`config.mk`:
```
export PLATFORM = sky130hd
export DESIGN_NAME = uart_rx_ctrl_flat
export DESIGN_NICKNAME = d
export VERILOG_FILES = /design/src/rtl/uart_rx_ctrl_if.sv /design/src/rtl/uart_rx_ctrl.sv /design/src/flat_wrapper.sv
export SDC_FILE = /design/constraint.sdc
export NUM_CORES = 1
export LEC_CHECK = 0
export CORE_ASPECT_RATIO = 0.75
export CORE_MARGIN = 8
export CORE_UTILIZATION = 40
export CTS_BUF_LIST = sky130_fd_sc_hd__clkbuf_16
export DETAILED_ROUTE_END_ITERATION = 6
export RECOVER_POWER = 25
export SYNTH_ARGS = -nofsm -noshare
export SYNTH_HDL_FRONTEND = slang
export SYNTH_SLANG_ARGS = --single-unit
```
`constraint.sdc`:
```
create_clock -name clk -period 2.8 [get_ports clk]
set_clock_uncertainty 0.05 [all_clocks]
set_input_delay 0.56 -clock clk [delete_from_list [all_inputs] [get_ports clk]]
set_output_delay 0.56 -clock clk [all_outputs]
set_load 0.005 [all_outputs]
```
`src/rtl/uart_rx_ctrl_if.sv`:
```
// uart_rx_ctrl_if: serial line, sampler hand-off and received-frame outputs of the UART receive controller
interface uart_rx_ctrl_if #(parameter int DATA_W = 8);
  logic              RX_IN;
  logic [7:0]        prescale;
  logic              PAR_EN;
  logic              PAR_TYP;
  logic              sampled_bit;
  logic [4:0]        edge_cnt;
  logic              dat_samp_en;
  logic [DATA_W-1:0] P_DATA;
  logic              data_valid;
  logic              par_err;
  logic              stp_err;
  logic              busy;
  modport master (
    output RX_IN, prescale, PAR_EN, PAR_TYP, sampled_bit,
    input  edge_cnt, dat_samp_en, P_DATA, data_valid, par_err, stp_err, busy
  );
  modport slave (
    input  RX_IN, prescale, PAR_EN, PAR_TYP, sampled_bit,
    output edge_cnt, dat_samp_en, P_DATA, data_valid, par_err, stp_err, busy
  );
endinterface

```
`src/rtl/uart_rx_ctrl.sv`:
```
// uart_rx_ctrl: UART receive frame controller (start detect, edge counting, deserialise, parity/stop check)
module uart_rx_ctrl #(
  parameter int DATA_W = 8
) (
  input logic          clk,
  input logic          rst,
  uart_rx_ctrl_if.slave bus
);
  localparam logic [2:0] IDLE   = 3'd0;
  localparam logic [2:0] START  = 3'd1;
  localparam logic [2:0] DATA   = 3'd2;
  localparam logic [2:0] PARITY = 3'd3;
  localparam logic [2:0] STOP   = 3'd4;
  localparam int BW = $clog2(DATA_W + 1);
  logic [2:0]        state;
  logic [4:0]        edge_q;
  logic [7:0]        pre_l;
  logic              par_en_l;
  logic              par_typ_l;
  logic              par_fail;
  logic [BW-1:0]     bit_cnt;
  logic [DATA_W-1:0] shift;
  logic [DATA_W-1:0] p_data;
  logic              dv;
  logic              pe;
  logic              se;
  logic              wrap;
  logic              cap;
  assign wrap = {3'd0, edge_q} == pre_l - 8'd1;
  assign cap  = {3'd0, edge_q} == (pre_l >> 1) + 8'd1;
  assign bus.edge_cnt    = edge_q;
  assign bus.dat_samp_en = state != IDLE;
  assign bus.busy        = state != IDLE;
  assign bus.P_DATA      = p_data;
  assign bus.data_valid  = dv;
  assign bus.par_err     = pe;
  assign bus.stp_err     = se;
  // Frame FSM: the evaluation happens on the stop-bit capture edge so the strobe and the return to IDLE share one cycle
  always_ff @(posedge clk) begin
    if (rst) begin
      state     <= IDLE;
      edge_q    <= 5'd0;
      pre_l     <= 8'd0;
      par_en_l  <= 1'b0;
      par_typ_l <= 1'b0;
      par_fail  <= 1'b0;
      bit_cnt   <= '0;
      shift     <= '0;
      p_data    <= '0;
      dv        <= 1'b0;
      pe        <= 1'b0;
      se        <= 1'b0;
    end else begin
      dv <= 1'b0;
      pe <= 1'b0;
      se <= 1'b0;
      if (state != IDLE) edge_q <= wrap ? 5'd0 : edge_q + 5'd1;
      case (state)
        IDLE: begin
          edge_q   <= 5'd0;
          par_fail <= 1'b0;
          if (!bus.RX_IN) begin
            state     <= START;
            edge_q    <= 5'd1;
            pre_l     <= bus.prescale;
            par_en_l  <= bus.PAR_EN;
            par_typ_l <= bus.PAR_TYP;
          end
        end
        START: begin
          if (cap && bus.sampled_bit) begin
            state  <= IDLE;
            edge_q <= 5'd0;
          end else if (wrap) state <= DATA;
        end
        DATA: begin
          if (cap) begin
            shift   <= {bus.sampled_bit, shift[DATA_W-1:1]};
            bit_cnt <= bit_cnt + BW'(1);
          end
          if (wrap && bit_cnt == BW'(DATA_W)) begin
            state   <= par_en_l ? PARITY : STOP;
            bit_cnt <= '0;
          end
        end
        PARITY: begin
          if (cap) par_fail <= bus.sampled_bit != (^shift ^ par_typ_l);
          if (wrap) state <= STOP;
        end
        STOP: begin
          if (cap) begin
            state  <= IDLE;
            edge_q <= 5'd0;
            if (!par_fail && bus.sampled_bit) begin
              p_data <= shift;
              dv     <= 1'b1;
            end else begin
              pe <= par_fail;
              se <= !bus.sampled_bit;
            end
          end
        end
        default: state <= IDLE;
      endcase
    end
  end
endmodule
```
`src/flat_wrapper.sv`:
```
// flat-port wrapper written by rule: the top's interface ports become plain ports
module uart_rx_ctrl_flat 
#(
  parameter int DATA_W = 8
)
  (clk, rst, bus_RX_IN, bus_prescale, bus_PAR_EN, bus_PAR_TYP, bus_sampled_bit, bus_edge_cnt, bus_dat_samp_en, bus_P_DATA, bus_data_valid, bus_par_err, bus_stp_err, bus_busy);
  uart_rx_ctrl_if #(.DATA_W(DATA_W)) bus_i ();
  input logic clk;
  input logic rst;
  input wire logic [$bits(bus_i.RX_IN)-1:0] bus_RX_IN;
  input wire logic [$bits(bus_i.prescale)-1:0] bus_prescale;
  input wire logic [$bits(bus_i.PAR_EN)-1:0] bus_PAR_EN;
  input wire logic [$bits(bus_i.PAR_TYP)-1:0] bus_PAR_TYP;
  input wire logic [$bits(bus_i.sampled_bit)-1:0] bus_sampled_bit;
  output wire logic [$bits(bus_i.edge_cnt)-1:0] bus_edge_cnt;
  output wire logic [$bits(bus_i.dat_samp_en)-1:0] bus_dat_samp_en;
  output wire logic [$bits(bus_i.P_DATA)-1:0] bus_P_DATA;
  output wire logic [$bits(bus_i.data_valid)-1:0] bus_data_valid;
  output wire logic [$bits(bus_i.par_err)-1:0] bus_par_err;
  output wire logic [$bits(bus_i.stp_err)-1:0] bus_stp_err;
  output wire logic [$bits(bus_i.busy)-1:0] bus_busy;
  assign bus_i.RX_IN = bus_RX_IN;
  assign bus_i.prescale = bus_prescale;
  assign bus_i.PAR_EN = bus_PAR_EN;
  assign bus_i.PAR_TYP = bus_PAR_TYP;
  assign bus_i.sampled_bit = bus_sampled_bit;
  assign bus_edge_cnt = bus_i.edge_cnt;
  assign bus_dat_samp_en = bus_i.dat_samp_en;
  assign bus_P_DATA = bus_i.P_DATA;
  assign bus_data_valid = bus_i.data_valid;
  assign bus_par_err = bus_i.par_err;
  assign bus_stp_err = bus_i.stp_err;
  assign bus_busy = bus_i.busy;
  uart_rx_ctrl #(.DATA_W(DATA_W)) u_core (.clk(clk), .rst(rst), .bus(bus_i));
endmodule
```
==> results.md <==
Synthesis:
- Synthesis instantiated 57 different standard cells from the library.
- The synthesized netlist occupies a cell area of 0.00237 mm2.
- The average footprint of a synthesized cell is 8.78 um2.
- The synthesized design contains 0 enable-type register cells.
- For this run, the number of Yosys warnings is 0.
- Of all cell types, the one taking the most synthesized area is sky130_fd_sc_hd__dfxtp_1.
- The fraction of synthesized cell area taken by the top area cell type is 35.5%.
- The synthesized design contains 42 register bits.
- By count the netlist is led by 42 x sky130_fd_sc_hd__dfxtp_1, 35 x sky130_fd_sc_hd__nor2_1, 31 x sky130_fd_sc_hd__nand2_1, 18 x sky130_fd_sc_hd__a21oi_1, 18 x sky130_fd_sc_hd__mux2i_1.
- The fraction of registers with async set or reset after synthesis is 0%.
- The library cell with the highest instance count after synthesis is sky130_fd_sc_hd__dfxtp_1.
- The cell count after synthesis came out at 270.
- The most used flip-flop cell after synthesis is sky130_fd_sc_hd__dfxtp_1.
- The sequential fraction of the synthesis area is 35.5%.
- By area the synthesized netlist is led by sky130_fd_sc_hd__dfxtp_1 35%, sky130_fd_sc_hd__mux2i_1 7.6%, sky130_fd_sc_hd__nor2_1 5.5%.
- The number of nets in the synthesized netlist is 290.

GRT:
- In the global route stage, overall resource usage came out at 13.3%.
- The largest net degree at the start of global routing is 23.
- The number of antenna violations at the first check in global routing is 0.
- The first global-routing pass estimated 9380 um of wire.
- The number of global-route vias before repair was 1911.
- The residual overflow from global routing is 0.

Timing:
- The normalized max-slew margin is 50.8%.
- For this run, the top clock speed supported by timing is 395 MHz.
- The count of endpoints failing setup in the final report is 0.
- The worst path uses 90.4% of the clock period.
- The number of pins exceeding their max-slew limit in the final report was 0.
- The shortest period the worst path allows is 2.53 ns.
- Setup repair after global routing left no endpoint under its margin.
- The transition time at the pin with the least slew margin is 0.735 ns.
- The setup TNS is 0 ns.
- The hold violation total from the final report came to 0.

Clocking:
- The clock latency on the worst-skew pair is 0.29 ns.
- The maximum buffer depth of the clock tree is 2.
- The number of H-tree levels is 2.
- The tree built by TritonCTS fans out to 42 sinks.
- The clock tree from TritonCTS is done.
- The clock slew seen by the registers of the worst setup and hold paths is 0.07 ns.
- The number of buffers created by CTS is 5.
- Buffers added to address setup during post-CTS repair amount to 0.
- The clock tree root driver cell is sky130_fd_sc_hd__clkbuf_16.

Die:
- The floorplan die area is 0.00867 mm2.
- Pin placement for this block handled 32 I/O pins.
- The standard cell core area is 0.00577 mm2.
- The die is 82.7 um tall.
- From left edge to right edge, the die measures 105 um.
- Once the floorplan was initialized, standard cells occupied 41.1% of the core.
- The floorplan has 24 rows.

Route:
- The number of detailed-routing iterations run before antenna repair is 4.
- The first routing iteration left 117 violations.
- The routed layout has 1925 vias.
- The count of antenna-violating nets left after detailed routing is 0.
- After detailed routing, the average wire length per cell comes to 14.0 um.
- In the routed design, unresolved DRC markers number 0.
- The routed design has 5300 um of wire.
- The average vias per placed instance is 5.09.

Place:
- The placement-stage cell area is 0.00273 mm2.
- Summed over all nets, the half-perimeter wirelength after detailed placement is 3900 um.
- Port buffering added 31 buffers.
- Routability-driven placement finished with a final weighted congestion of 0.788.

Power and ir drop:
- The power per unit of standard cell area is 735 mW/mm2.
- IR analysis of the VDD net gives a maximum drop of 0.328 mV.
- The standby leakage power is 1.12 nW.
- The post-route total power is 2.13 mW.

Critical path:
- Of all nets on the critical path, the largest fanout is 10.
- In this run the worst setup path terminates at u_core.shift[4].
- The sum of buffers and inverters on the critical path is 2.
- The worst setup path category is reg2reg.
- In this design, the largest share of critical-path delay is due to simple AND/OR/NAND/NOR gates.
- Traced cell by cell, the critical path runs through inv_1, ha_1, xor2_1, nor3_1, o211ai_4, nor3_4, buf_4, mux2i_1, nor2_1.
- The register-to-register setup slack is 0.27 ns.
- The critical register-to-register path endpoint is u_core.shift[4].
- In this design, the stage delay of the slowest critical-path cell is 0.52 ns.
- The critical path depth in cells is 9.
- The critical path endpoint category is a register.
- The worst setup path is launched from a register.
- The worst register-to-register path begins at u_core.pre_l[2].
- The worst endpoint data arrival time is 2.66 ns.
- The standard cell with the maximum stage delay on the critical path is sky130_fd_sc_hd__dfxtp_1.
- The number of cells traversed by the worst register-to-register path is 9.
- The source of the critical timing path is u_core.pre_l[2].
- The data required time at the worst endpoint is 2.93 ns.

Final layout:
- The number of diodes is 0.
- The proportion of layout cells with a drive suffix above 1 is 10.3%.
- Relative to the synthesized area, the layout overhead comes to 22.4%.
- The number of nets in the final layout is 319.
- The final design area excluding fillers is 0.00290 mm2.
- The core occupancy in the finished layout is 50.3%.

Flow run:
- Max-cap violations in this run came to 0.

Outcome:
- The run finished with clean final reports.

Hold path:
- The min-delay analysis places its worst path in the category reg2reg.
==> worst min-delay path by stage <==
stage	start	cells past startpoint	slack [ns]	to
final	u_core.par_typ_l	2	0.42	u_core.par_typ_l
after global routing	u_core.bit_cnt[2]	1	0.46	u_core.bit_cnt[2]
after CTS	u_core.par_typ_l	2	0.42	u_core.par_typ_l
after detailed placement	u_core.par_typ_l	2	0.41	u_core.par_typ_l
after global placement	u_core.par_typ_l	2	0.41	u_core.par_typ_l
after floorplan	u_core.bit_cnt[2]	1	0.39	u_core.bit_cnt[2]
==> per-layer routing <==
metal  GRT usage [%]  up-vias  part of all wire [%]
li1                -      996                     -
met5               0        -                     0
met4            3.83        0                  0.89
met2            19.9       56                    39
met1            18.1      867                    52
met3            4.19        6                   7.2
==> repair_timing <==
item                                    in CTS  in global routing
gates resized for setup                      1                  0
hold buffers                                 0                  0
endpoints found under the setup margin       2                  0
==> flip-flops by register name, indices dropped and copies added (netlist names) <==
register,flops
u_core.bit_cnt,4
u_core.bus.stp_err,1
u_core.par_typ_l,1
u_core.bus.data_valid,1
u_core.par_en_l,1
u_core.pre_l,8
u_core.shift,8
u_core.par_fail,1
u_core.bus.edge_cnt,5
u_core.state,3
u_core.bus.par_err,1
u_core.bus.P_DATA,8
==> area by class of cell <==
| class | count | area, um2 |
|---|---|---|
| fill | 578 | 2860 |
| multi-input combinational | 201 | 1390 |
| sequential | 42 | 841 |
| timing repair buffer | 39 | 370 |
| clock buffer | 5 | 125 |
| tap | 78 | 97.6 |
| clock inverter | 3 | 43.8 |
| inverter | 10 | 37.5 |
==> cells by family after synthesis <==
kind of cell    count (synthesis)  share of synthesized area (%)
flops                          42                           35.5
xor+xnor                       19                           7.02
compound gates                 49                           16.3
buf+inv                        27                           6.02
fa+ha+maj                       6                           3.17
mux                            18                           7.60
simple gates                  109                           24.5
==> layout by cell type, fill, tap and decap left out, drive strengths merged, types with 3 or more instances in the layout <==
cell / netlist / routed
dfxtp: 42 / 42
nor2: 36 / 36
nand2: 31 / 31
a21oi: 18 / 18
mux2i: 18 / 18
clkdlybuf4s50: 0 / 17
dlygate4sd3: 0 / 14
xnor2: 13 / 13
inv: 10 / 11
buf: 10 / 8
nor3: 8 / 8
nand2b: 6 / 6
nand3: 6 / 6
xor2: 6 / 6
ha: 6 / 6
clkbuf: 7 / 5
o21ai: 5 / 5
or3: 4 / 4
and3: 4 / 4
a31oi: 4 / 4
o211ai: 4 / 4
nor2b: 3 / 3
nand4: 3 / 3
nor4b: 3 / 3
==> metrics by stage <==
stage	hold WS (ns)	worst slack, ns	cells
2_1_floorplan	0.390	0.558	270
3_3_place_gp	0.409	0.306	370
3_5_place_dp	0.411	0.261	370
4_1_cts	0.419	0.264	378
5_1_grt	0.465	0.0240	378
6_report	0.419	0.269	378
==> power breakdown <==
group,switching [mW],leakage [nW],internal (mW),total (mW)
clock network,0.249,0.0842,0.422,0.671
logic,0.422,0.695,0.309,0.731
registers,0.0810,0.340,0.650,0.731
total,0.751,1.12,1.38,2.13
==> tightest hold or removal path: stages, from the launching register on <==
cell and delay [ns]:
sky130_fd_sc_hd__dfxtp_1 0.31, sky130_fd_sc_hd__nand2_1 0.05, sky130_fd_sc_hd__a21oi_1 0.05
(Power assumes the default switching activity.)
